File: config.mk
export PLATFORM = sky130hd
export DESIGN_NAME = program_counter
export DESIGN_NICKNAME = d
export VERILOG_FILES = /design/src/rtl/rv_pkg.sv /design/src/rtl/program_counter.sv
export SDC_FILE = /design/constraint.sdc
export NUM_CORES = 1
export LEC_CHECK = 0
export BUFFER_PORTS_ARGS = -buffer_cell sky130_fd_sc_hd__buf_2
export CAP_MARGIN = 10
export CORE_MARGIN = 1.5
export CORE_UTILIZATION = 43
export DETAILED_ROUTE_END_ITERATION = 8
export MAX_ROUTING_LAYER = met4
export PLACE_DENSITY = 0.84
export SYNTH_ARGS = -nofsm -noshare
export SYNTH_HDL_FRONTEND = slang
export SYNTH_SLANG_ARGS = --single-unit
File: constraint.sdc
create_clock -name clk -period 3.5 [get_ports clk]
set_input_delay 0.7 -clock clk [delete_from_list [all_inputs] [get_ports clk]]
set_output_delay 0.7 -clock clk [all_outputs]
set_load 0.01 [all_outputs]
File: src/rtl/rv_pkg.sv
// Shared RV32 core definitions.
//   XLEN         - architectural register / PC width in bits.
//   RESET_VECTOR - default address the PC takes while reset is asserted.
//   ILEN_BYTES   - instruction length in bytes (no compressed ISA), used for PC+4.
package rv_pkg;

  localparam int                XLEN         = 32;
  localparam logic [XLEN-1:0]   RESET_VECTOR = 32'h0000_0000;
  localparam int                ILEN_BYTES   = 4;

endpackage : rv_pkg

File: src/rtl/program_counter.sv
// Architectural program-counter register for the single-cycle RV32 core.
// This is the only owner of the PC flop. The fetch/branch mux that produces
// PC_Nxt stays purely combinational elsewhere.
//
// Ports:
//   clk           in   1     system clock, PC updates on the rising edge
//   rst           in   1     asynchronous active-high reset, forces RESET_VECTOR
//   PC            out  XLEN  current program counter (registered)
//   PC_Nxt        in   XLEN  next PC, sampled on every rising clk edge
//   PC_Plus4      out  XLEN  combinational PC + 4, wraps modulo 2^XLEN
//   PC_Misaligned out  1     combinational, high when PC[ALIGN_BITS-1:0] != 0
module program_counter
  import rv_pkg::ILEN_BYTES;
#(
  parameter int              XLEN         = rv_pkg::XLEN,
  parameter logic [XLEN-1:0] RESET_VECTOR = XLEN'(rv_pkg::RESET_VECTOR),
  parameter int              ALIGN_BITS   = 2
) (
  input  logic            clk,
  input  logic            rst,
  output logic [XLEN-1:0] PC,
  input  logic [XLEN-1:0] PC_Nxt,
  output logic [XLEN-1:0] PC_Plus4,
  output logic            PC_Misaligned
);

  // There is no enable and no stall. To hold the PC, the upstream mux feeds PC back.
  // NOTE: rst is in the sensitivity list so reset acts immediately. It is tested
  // first, so it wins over a simultaneous clock edge. Sequential state uses
  // non-blocking assignments to avoid simulation races with its readers.
  always_ff @(posedge clk or posedge rst) begin
    if (rst) begin
      PC <= RESET_VECTOR;
    end else begin
      PC <= PC_Nxt;
    end
  end

  // The carry out of the MSB is dropped on purpose: the top word wraps to 0.
  assign PC_Plus4 = PC + XLEN'(ILEN_BYTES);

  // The PC is stored bit-exact. Misaligned targets are only flagged here,
  // and the trap unit decides what to do with them.
  assign PC_Misaligned = |PC[ALIGN_BITS-1:0];

endmodule : program_counter

==> impl_table.tex, run 1 <==
\begin{tabular}{lr}
\hline
Metric & Value \\
\hline
\multicolumn{2}{l}{\textbf{Outcome}} \\
Status & finished, final reports clean \\
\multicolumn{2}{l}{\textbf{Setup path}} \\
Critical-path maximum fanout & 8 \\
Worst EP required & 2800 ps \\
Critical path arrival & 2190 ps \\
Peak per-stage delay on the critical path & 460 ps \\
Buffering stage count on the worst path with inverters included & 1 \\
Crit path top cell by count & sky130\_fd\_sc\_hd\_\_nand3\_1 \\
Start-to-end type of the worst setup path & flip-flop to output port \\
Cell family with most CP delay & simple AND/OR/NAND/NOR gates \\
Crit-path cells & ha\_1 -> nand3\_1 -> nor4\_4 -> nand3\_1 -> xnor2\_1 -> buf\_2 \\
Sort of element at the start of the critical path & flip-flop \\
Cell with the largest stage delay on the worst path & sky130\_fd\_sc\_hd\_\_nor4\_4 \\
CP endpoint kind & output port \\
\multicolumn{2}{l}{\textbf{Clocking}} \\
Clock slew seen by the registers of the worst setup and hold paths & 100 ps \\
Longest Clk Path Bufs & 2 \\
Cts repair resizes & 0 \\
Cell at the root of the clock tree & sky130\_fd\_sc\_hd\_\_clkbuf\_4 \\
Number of buffers created by CTS & 5 \\
Clock tree from TritonCTS & done \\
Clock net sink count & 32 \\
CTS H-Tree Depth & 2 \\
Count of hold buffers inserted by post-cts repair & 0 \\
Post-CTS Setup Inserts & 0 \\
\multicolumn{2}{l}{\textbf{Hold path}} \\
Type of the worst min-delay path & primary input to asynchronous set/reset pin \\
\multicolumn{2}{l}{\textbf{Layout}} \\
Largest register FFs & 32 \\
Cell area after layout & 0.00202 sq mm \\
Fraction of final layout cells with drive strength greater than 1 & 51.8\% \\
Number of nets in the final layout & 256 \\
Registers with the highest flip-flop counts & PC (32) \\
Final antenna diode count & 0 \\
Growth of design area from synthesis to finish & 45.5\% \\
Leading cell type in the layout, fill and taps excluded & sky130\_fd\_sc\_hd\_\_buf\_2 \\
Largest register by flop count & PC \\
Commonest non-fill, non-tap cells in the layout & sky130\_fd\_sc\_hd\_\_buf\_2, sky130\_fd\_sc\_hd\_\_dfrtp\_1, sky130\_fd\_sc\_hd\_\_xnor2\_1, sky130\_fd\_sc\_hd\_\_nand3\_1, sky130\_fd\_sc\_hd\_\_nand2\_1 \\
Filler cell count & 266 \\
\multicolumn{2}{l}{\textbf{Pwr}} \\
Power density of the placed cells & 413 mW/mm\^{}2 \\
Worst IR Drop VDD & 0.301 mV \\
Total leakage power & 1.01 nW \\
\multicolumn{2}{l}{\textbf{Routing}} \\
Routed length per instance & 12.4 um \\
DR vias/cell & 4.75 \\
Number of remaining DRC errors & 0 \\
First-pass detailed-route iteration total & 4 \\
Residual antenna-violating net count after detailed routing & 0 \\
First DRT Iteration DRCs & 52 \\
DR vias & 1264 \\
Total Wirelength & 3.29 mm \\
\multicolumn{2}{l}{\textbf{Floorplanning}} \\
Effective utilization at floorplan & 45.6\% \\
Rows & 20 \\
Die Y-Extent & 59.9 um \\
Die W & 59.9 um \\
Area of the die & 0.00359 sq mm \\
Core outline area & 0.00305 sq mm \\
Boundary Pins & 99 \\
\multicolumn{2}{l}{\textbf{Global route}} \\
Total global routing overflow & 0 \\
Largest net degree at the start of global routing & 33 \\
Overall global routing resource usage & 20.4\% \\
Number of antenna violations at the first check in global routing & 0 \\
First-pass GRT wire length & 5.06 mm \\
Number of global-route vias before repair & 1154 \\
\multicolumn{2}{l}{\textbf{STA}} \\
Headroom to the max-slew limit & 65.5\% \\
Number of setup violations in the final report & 0 \\
Final period util & 82.6\% \\
Final count of pins violating max slew & 0 \\
Total negative slack for setup checks & 0 ps \\
Final worst slack & 609 ps \\
Transition time at the pin with the least slew margin & 513 ps \\
Final critical path time including I/O delays and setup & 2890 ps \\
RSZ-0062 raised after global routing & false \\
Final hold violation count & 0 \\
Maximum clock rate & 346 MHz \\
\multicolumn{2}{l}{\textbf{Synth}} \\
Number of library cell types mapped by synthesis & 19 \\
Synthesis warning total & 0 \\
Synthesized Nets & 152 \\
Sequential fraction of the synthesis area & 57.6\% \\
Flops \& latches, synth & 32 \\
Post-Synthesis Cell Area & 0.00139 sq mm \\
Average cell area after synthesis & 11.9 sq um \\
Count of mapped cells out of synthesis & 117 \\
\multicolumn{2}{l}{\textbf{Placed design}} \\
Worst slack, placed & 990 ps \\
Cell area after placement & 0.00193 sq mm \\
Number of port buffers & 98 \\
GP Congestion & 0.860 \\
Detailed Place HPWL & 2.58 mm \\
\multicolumn{2}{l}{\textbf{Flow run}} \\
Max-cap check violation count & 0 \\
\hline
\end{tabular}
[worst min-delay path, delay by kind of cell]
| kind | cells | cell delay, ps |
|---|---|---|
| buffers and inverters | 3 | 490 |
[power breakdown]
part           switching (mW)  total [mW]  internal (mW)  leakage [nW]
sequential             0.0241       0.412          0.388         0.373
combinational          0.0584       0.113         0.0548         0.586
clock                   0.120       0.310          0.190        0.0515
total                   0.203       0.836          0.633          1.01
[worst paths after layout]
check                          start      endpoint  slack [ps]  depth (start not counted)
min in group clk           PC_Nxt[0]         PC[0]         470                          1
worst min-delay path             rst         PC[5]         430                          3
worst max-delay path           PC[2]  PC_Plus4[30]         610                          6
max in group asynchronous        rst        PC[26]        2770                          3
[cells in the mapped netlist]
cell type | number | area [sq um]
sky130_fd_sc_hd__nand3_1 | 10 | 50.1
sky130_fd_sc_hd__and4_1 | 1 | 8.76
sky130_fd_sc_hd__inv_1 | 3 | 11.3
sky130_fd_sc_hd__buf_4 | 2 | 15.0
sky130_fd_sc_hd__dfrtp_1 | 32 | 801
sky130_fd_sc_hd__nand4_2 | 1 | 12.5
sky130_fd_sc_hd__nand3_2 | 1 | 10.0
sky130_fd_sc_hd__and3_1 | 2 | 12.5
sky130_fd_sc_hd__xor2_1 | 7 | 61.3
sky130_fd_sc_hd__nor2_1 | 7 | 26.3
sky130_fd_sc_hd__and2_1 | 1 | 6.26
sky130_fd_sc_hd__nor3_1 | 3 | 15.0
sky130_fd_sc_hd__ha_1 | 1 | 12.5
sky130_fd_sc_hd__or2_2 | 3 | 18.8
sky130_fd_sc_hd__xnor2_1 | 21 | 184
sky130_fd_sc_hd__nor4_4 | 2 | 42.5
sky130_fd_sc_hd__and4_2 | 1 | 10.0
sky130_fd_sc_hd__nand2_1 | 10 | 37.5
sky130_fd_sc_hd__nand4_1 | 9 | 56.3
[logic make-up (layout without fill, tap and decap cells)]
kind of cell | after synthesis | after routing | synth area share [%]
DFF | 32 | 32 | 57.6
buffers and inverters | 5 | 110 | 1.89
adders and majority gates | 1 | 1 | 0.899
and+or+nand+nor | 51 | 51 | 22.0
xor gates and xnor gates | 28 | 28 | 17.6
[area by class of cell]
cell class                      instances  area (sq um)  area share [%]
Tap cell                               44          55.1            2.72
Clock inverter                          1          30.0            1.48
Sequential cell                        32           801            39.6
Timing Repair Buffer                   99           498            24.6
Inverter                                3          11.3           0.556
Clock buffer                            7          65.1            3.21
Multi-Input combinational cell         80           564            27.9
[per-stage QoR]
step                      hold WS [ps]  cells  power, mW  util, %
after floorplan                    731    117      0.470        -
after global placement             793    258      0.532     63.2
after detailed placement           804    258      0.534     63.2
after CTS                          439    266      0.844     66.3
after global routing               430    266      0.880     66.3
final                              432    266      0.836     66.3
[metal layers]
metal | GRT usage (%) | routed length [um] | up-vias
met5 | - | 0 | -
met4 | 7.94 | 63 | 0
met3 | 8.01 | 286 | 9
met2 | 32.8 | 1620 | 68
met1 | 22.8 | 1320 | 580
li1 | - | - | 607
(Power assumes the default switching activity.)
==> inputs of run 2 (changes only) <==
Settings changed: CORE_UTILIZATION 43 to 40, PLACE_DENSITY 0.84 to 0.79.
Clock period 3.5 ns to 2.85 ns, I/O delays scaled along.
==> impl_table.tex, run 2 (synthesis gave the netlist of run 1 again) <==
\begin{tabular}{lr}
\hline
Metric & Value \\
\hline
\multicolumn{2}{l}{\textbf{Floorplanning}} \\
Effective utilization at floorplan & 41.7\% (-3.9 points) \\
Die W & 62.0 um (+3.5\%) \\
Core outline area & 0.00334 sq mm (+9.3\%) \\
Die Y-Extent & 62.0 um (+3.5\%) \\
Boundary Pins & 99 (unchanged) \\
Area of the die & 0.00384 sq mm (+7.1\%) \\
Rows & 21 (+5.0\%) \\
\multicolumn{2}{l}{\textbf{Layout}} \\
Largest register FFs & 32 (unchanged) \\
Registers with the highest flip-flop counts & PC (32) \\
Core Util, Final & 60.4\% (-5.9 points) \\
Growth of design area from synthesis to finish & 44.8\% \\
Leading cell type in the layout, fill and taps excluded & sky130\_fd\_sc\_hd\_\_buf\_2 \\
Filler cell count & 302 (+14\%) \\
Fraction of final layout cells with drive strength greater than 1 & 52.2\% (+0.43 points) \\
Final antenna diode count & 0 (unchanged) \\
Commonest non-fill, non-tap cells in the layout & sky130\_fd\_sc\_hd\_\_buf\_2, sky130\_fd\_sc\_hd\_\_dfrtp\_1, sky130\_fd\_sc\_hd\_\_xnor2\_1, sky130\_fd\_sc\_hd\_\_nand2\_1 \\
Number of nets in the final layout & 258 (+0.78\%) \\
Largest register by flop count & PC \\
\multicolumn{2}{l}{\textbf{Hold path}} \\
Type of the worst min-delay path & primary input to asynchronous set/reset pin \\
\multicolumn{2}{l}{\textbf{Setup path}} \\
Sort of element at the start of the critical path & flip-flop \\
CP endpoint kind & output port \\
Critical-path maximum fanout & 8 (unchanged) \\
Critical path arrival & 2040 ps (-150 ps) \\
Start-to-end type of the worst setup path & flip-flop to output port \\
Worst EP required & 2280 ps (-520 ps) \\
\multicolumn{2}{l}{\textbf{STA}} \\
Transition time at the pin with the least slew margin & 478 ps (-35.5 ps) \\
RSZ-0062 raised after global routing & false \\
Maximum clock rate & 384 MHz \\
Final hold violation count & 0 (unchanged) \\
Final critical path time including I/O delays and setup & 2610 ps \\
Final period util & 91.4\% \\
Headroom to the max-slew limit & 67.9\% (+2.4 points) \\
Final worst slack & 244 ps (-365 ps) \\
Total negative slack for setup checks & 0 ps (unchanged) \\
Number of setup violations in the final report & 0 (unchanged) \\
Final count of pins violating max slew & 0 (unchanged) \\
\multicolumn{2}{l}{\textbf{Pwr}} \\
Net Sw Frac & 26.5\% (+2.2 points) \\
Worst IR Drop VDD & 0.327 mV (+8.8\%) \\
NetSw & 240 uW (+18\%) \\
Logic pwr share & 15.4\% (+1.9 points) \\
Power density of the placed cells & 449 mW/mm\^{}2 (+8.8\%) \\
Relative contribution of sequential cells to total power & 55.9\% (+6.5 points) \\
Cell internal power dissipation & 665 uW (+5.1\%) \\
Total leakage power & 1.00 nW (-0.84\%) \\
Portion of total power attributed to the clock network & 28.6\% (-8.5 points) \\
\multicolumn{2}{l}{\textbf{Clocking}} \\
Number of buffers created by CTS & 5 (unchanged) \\
Clock slew seen by the registers of the worst setup and hold paths & 90 ps (about the same) \\
Longest Clk Path Bufs & 2 (unchanged) \\
Cell at the root of the clock tree & sky130\_fd\_sc\_hd\_\_clkbuf\_4 \\
CTS H-Tree Depth & 2 (unchanged) \\
Count of hold buffers inserted by post-cts repair & 0 (unchanged) \\
Clock tree from TritonCTS & done \\
Clock net sink count & 32 (unchanged) \\
\multicolumn{2}{l}{\textbf{Routing}} \\
First DRT Iteration DRCs & 28 (-46\%) \\
Routed length per instance & 11.9 um (-3.7\%) \\
DR vias & 1213 (-4.0\%) \\
First-pass detailed-route iteration total & 4 (unchanged) \\
Number of remaining DRC errors & 0 (unchanged) \\
Residual antenna-violating net count after detailed routing & 0 (unchanged) \\
DR vias/cell & 4.49 (-5.5\%) \\
Total Wirelength & 3.22 mm (-2.2\%) \\
\multicolumn{2}{l}{\textbf{Global route}} \\
First-pass GRT wire length & 4.53 mm (-11\%) \\
Number of antenna violations at the first check in global routing & 0 (unchanged) \\
Number of global-route vias before repair & 1054 (-8.7\%) \\
Total global routing overflow & 0 (unchanged) \\
Largest net degree at the start of global routing & 33 (unchanged) \\
Overall global routing resource usage & 17.3\% (-3.1 points) \\
\multicolumn{2}{l}{\textbf{Placed design}} \\
Detailed Place HPWL & 2.61 mm (+1.3\%) \\
Number of port buffers & 98 (unchanged) \\
GP Congestion & 0.759 (-12\%) \\
Worst slack, placed & 536 ps (-455 ps) \\
\multicolumn{2}{l}{\textbf{Flow run}} \\
Max-cap check violation count & 0 (unchanged) \\
\multicolumn{2}{l}{\textbf{Outcome}} \\
Status & finished, final reports clean \\
\hline
\end{tabular}
==> run 2: worst max-delay path by stage <==
stage	start	to	slack (ps)	cells after the start
floorplan	PC[2]	PC_Plus4[28]	710	5
global placement	PC[9]	PC_Plus4[25]	600	5
detailed placement	PC[2]	PC_Plus4[28]	540	6
CTS	PC[2]	PC_Plus4[28]	180	6
global route	PC[2]	PC_Plus4[24]	20	7
finish	PC[4]	PC_Plus4[21]	240	5
==> run 2: worst max-delay path: stages (launching register included) <==
cell,delay [ps]
sky130_fd_sc_hd__dfrtp_1,440
sky130_fd_sc_hd__nand4_1,230
sky130_fd_sc_hd__nor4_4,550
sky130_fd_sc_hd__nand4_1,170
sky130_fd_sc_hd__xnor2_1,180
sky130_fd_sc_hd__buf_2,160
==> run 2: power by group through the flow <==
stage                     clock network, mW  registers [mW]  logic, mW
after floorplan                           0           0.523     0.0545
after global placement                    0           0.514      0.141
after detailed placement                  0           0.515      0.142
after CTS                             0.273           0.506      0.142
after global routing                  0.297           0.510      0.156
final                                 0.259           0.506      0.140
==> run 2: final cells by class <==
class | instances | area [sq um] | share of cell area [%]
clock inverter | 1 | 7.51 | 0.373
tap | 46 | 57.6 | 2.86
clock buffer | 7 | 55.1 | 2.73
inverter | 3 | 11.3 | 0.559
multi-input combinational | 80 | 569 | 28.3
timing repair buffer | 101 | 513 | 25.5
sequential | 32 | 801 | 39.8
==> run 2: what timing repair did <==
| item | CTS | global route |
|---|---|---|
| endpoints found under the setup margin | 0 | 7 |
| buffers inserted | 0 | 2 |
| resized for setup | 0 | 1 |
==> run 2: metal layers <==
metal  track usage (%)  share of wire (%)  up-vias  routed length, um
met5                 -                  0        -                  0
met4              6.69               0.87        0                 28
met2              26.0                 52       48               1680
met3              5.59                5.3        2                172
li1                  -                  -      610                  -
met1              21.6                 42      553               1340
==> run 2: through the flow <==
| stage | instance area, sq um | total power, mW | instances | hold slack (ps) |
|---|---|---|---|---|
| final | 2010 | 0.905 | 270 | 316 |
| after global placement | 1930 | 0.655 | 260 | 666 |
| after floorplan | 1390 | 0.577 | 117 | 601 |
| after CTS | 1990 | 0.921 | 268 | 308 |
| after detailed placement | 1930 | 0.657 | 260 | 666 |
| after global routing | 2010 | 0.963 | 270 | 316 |
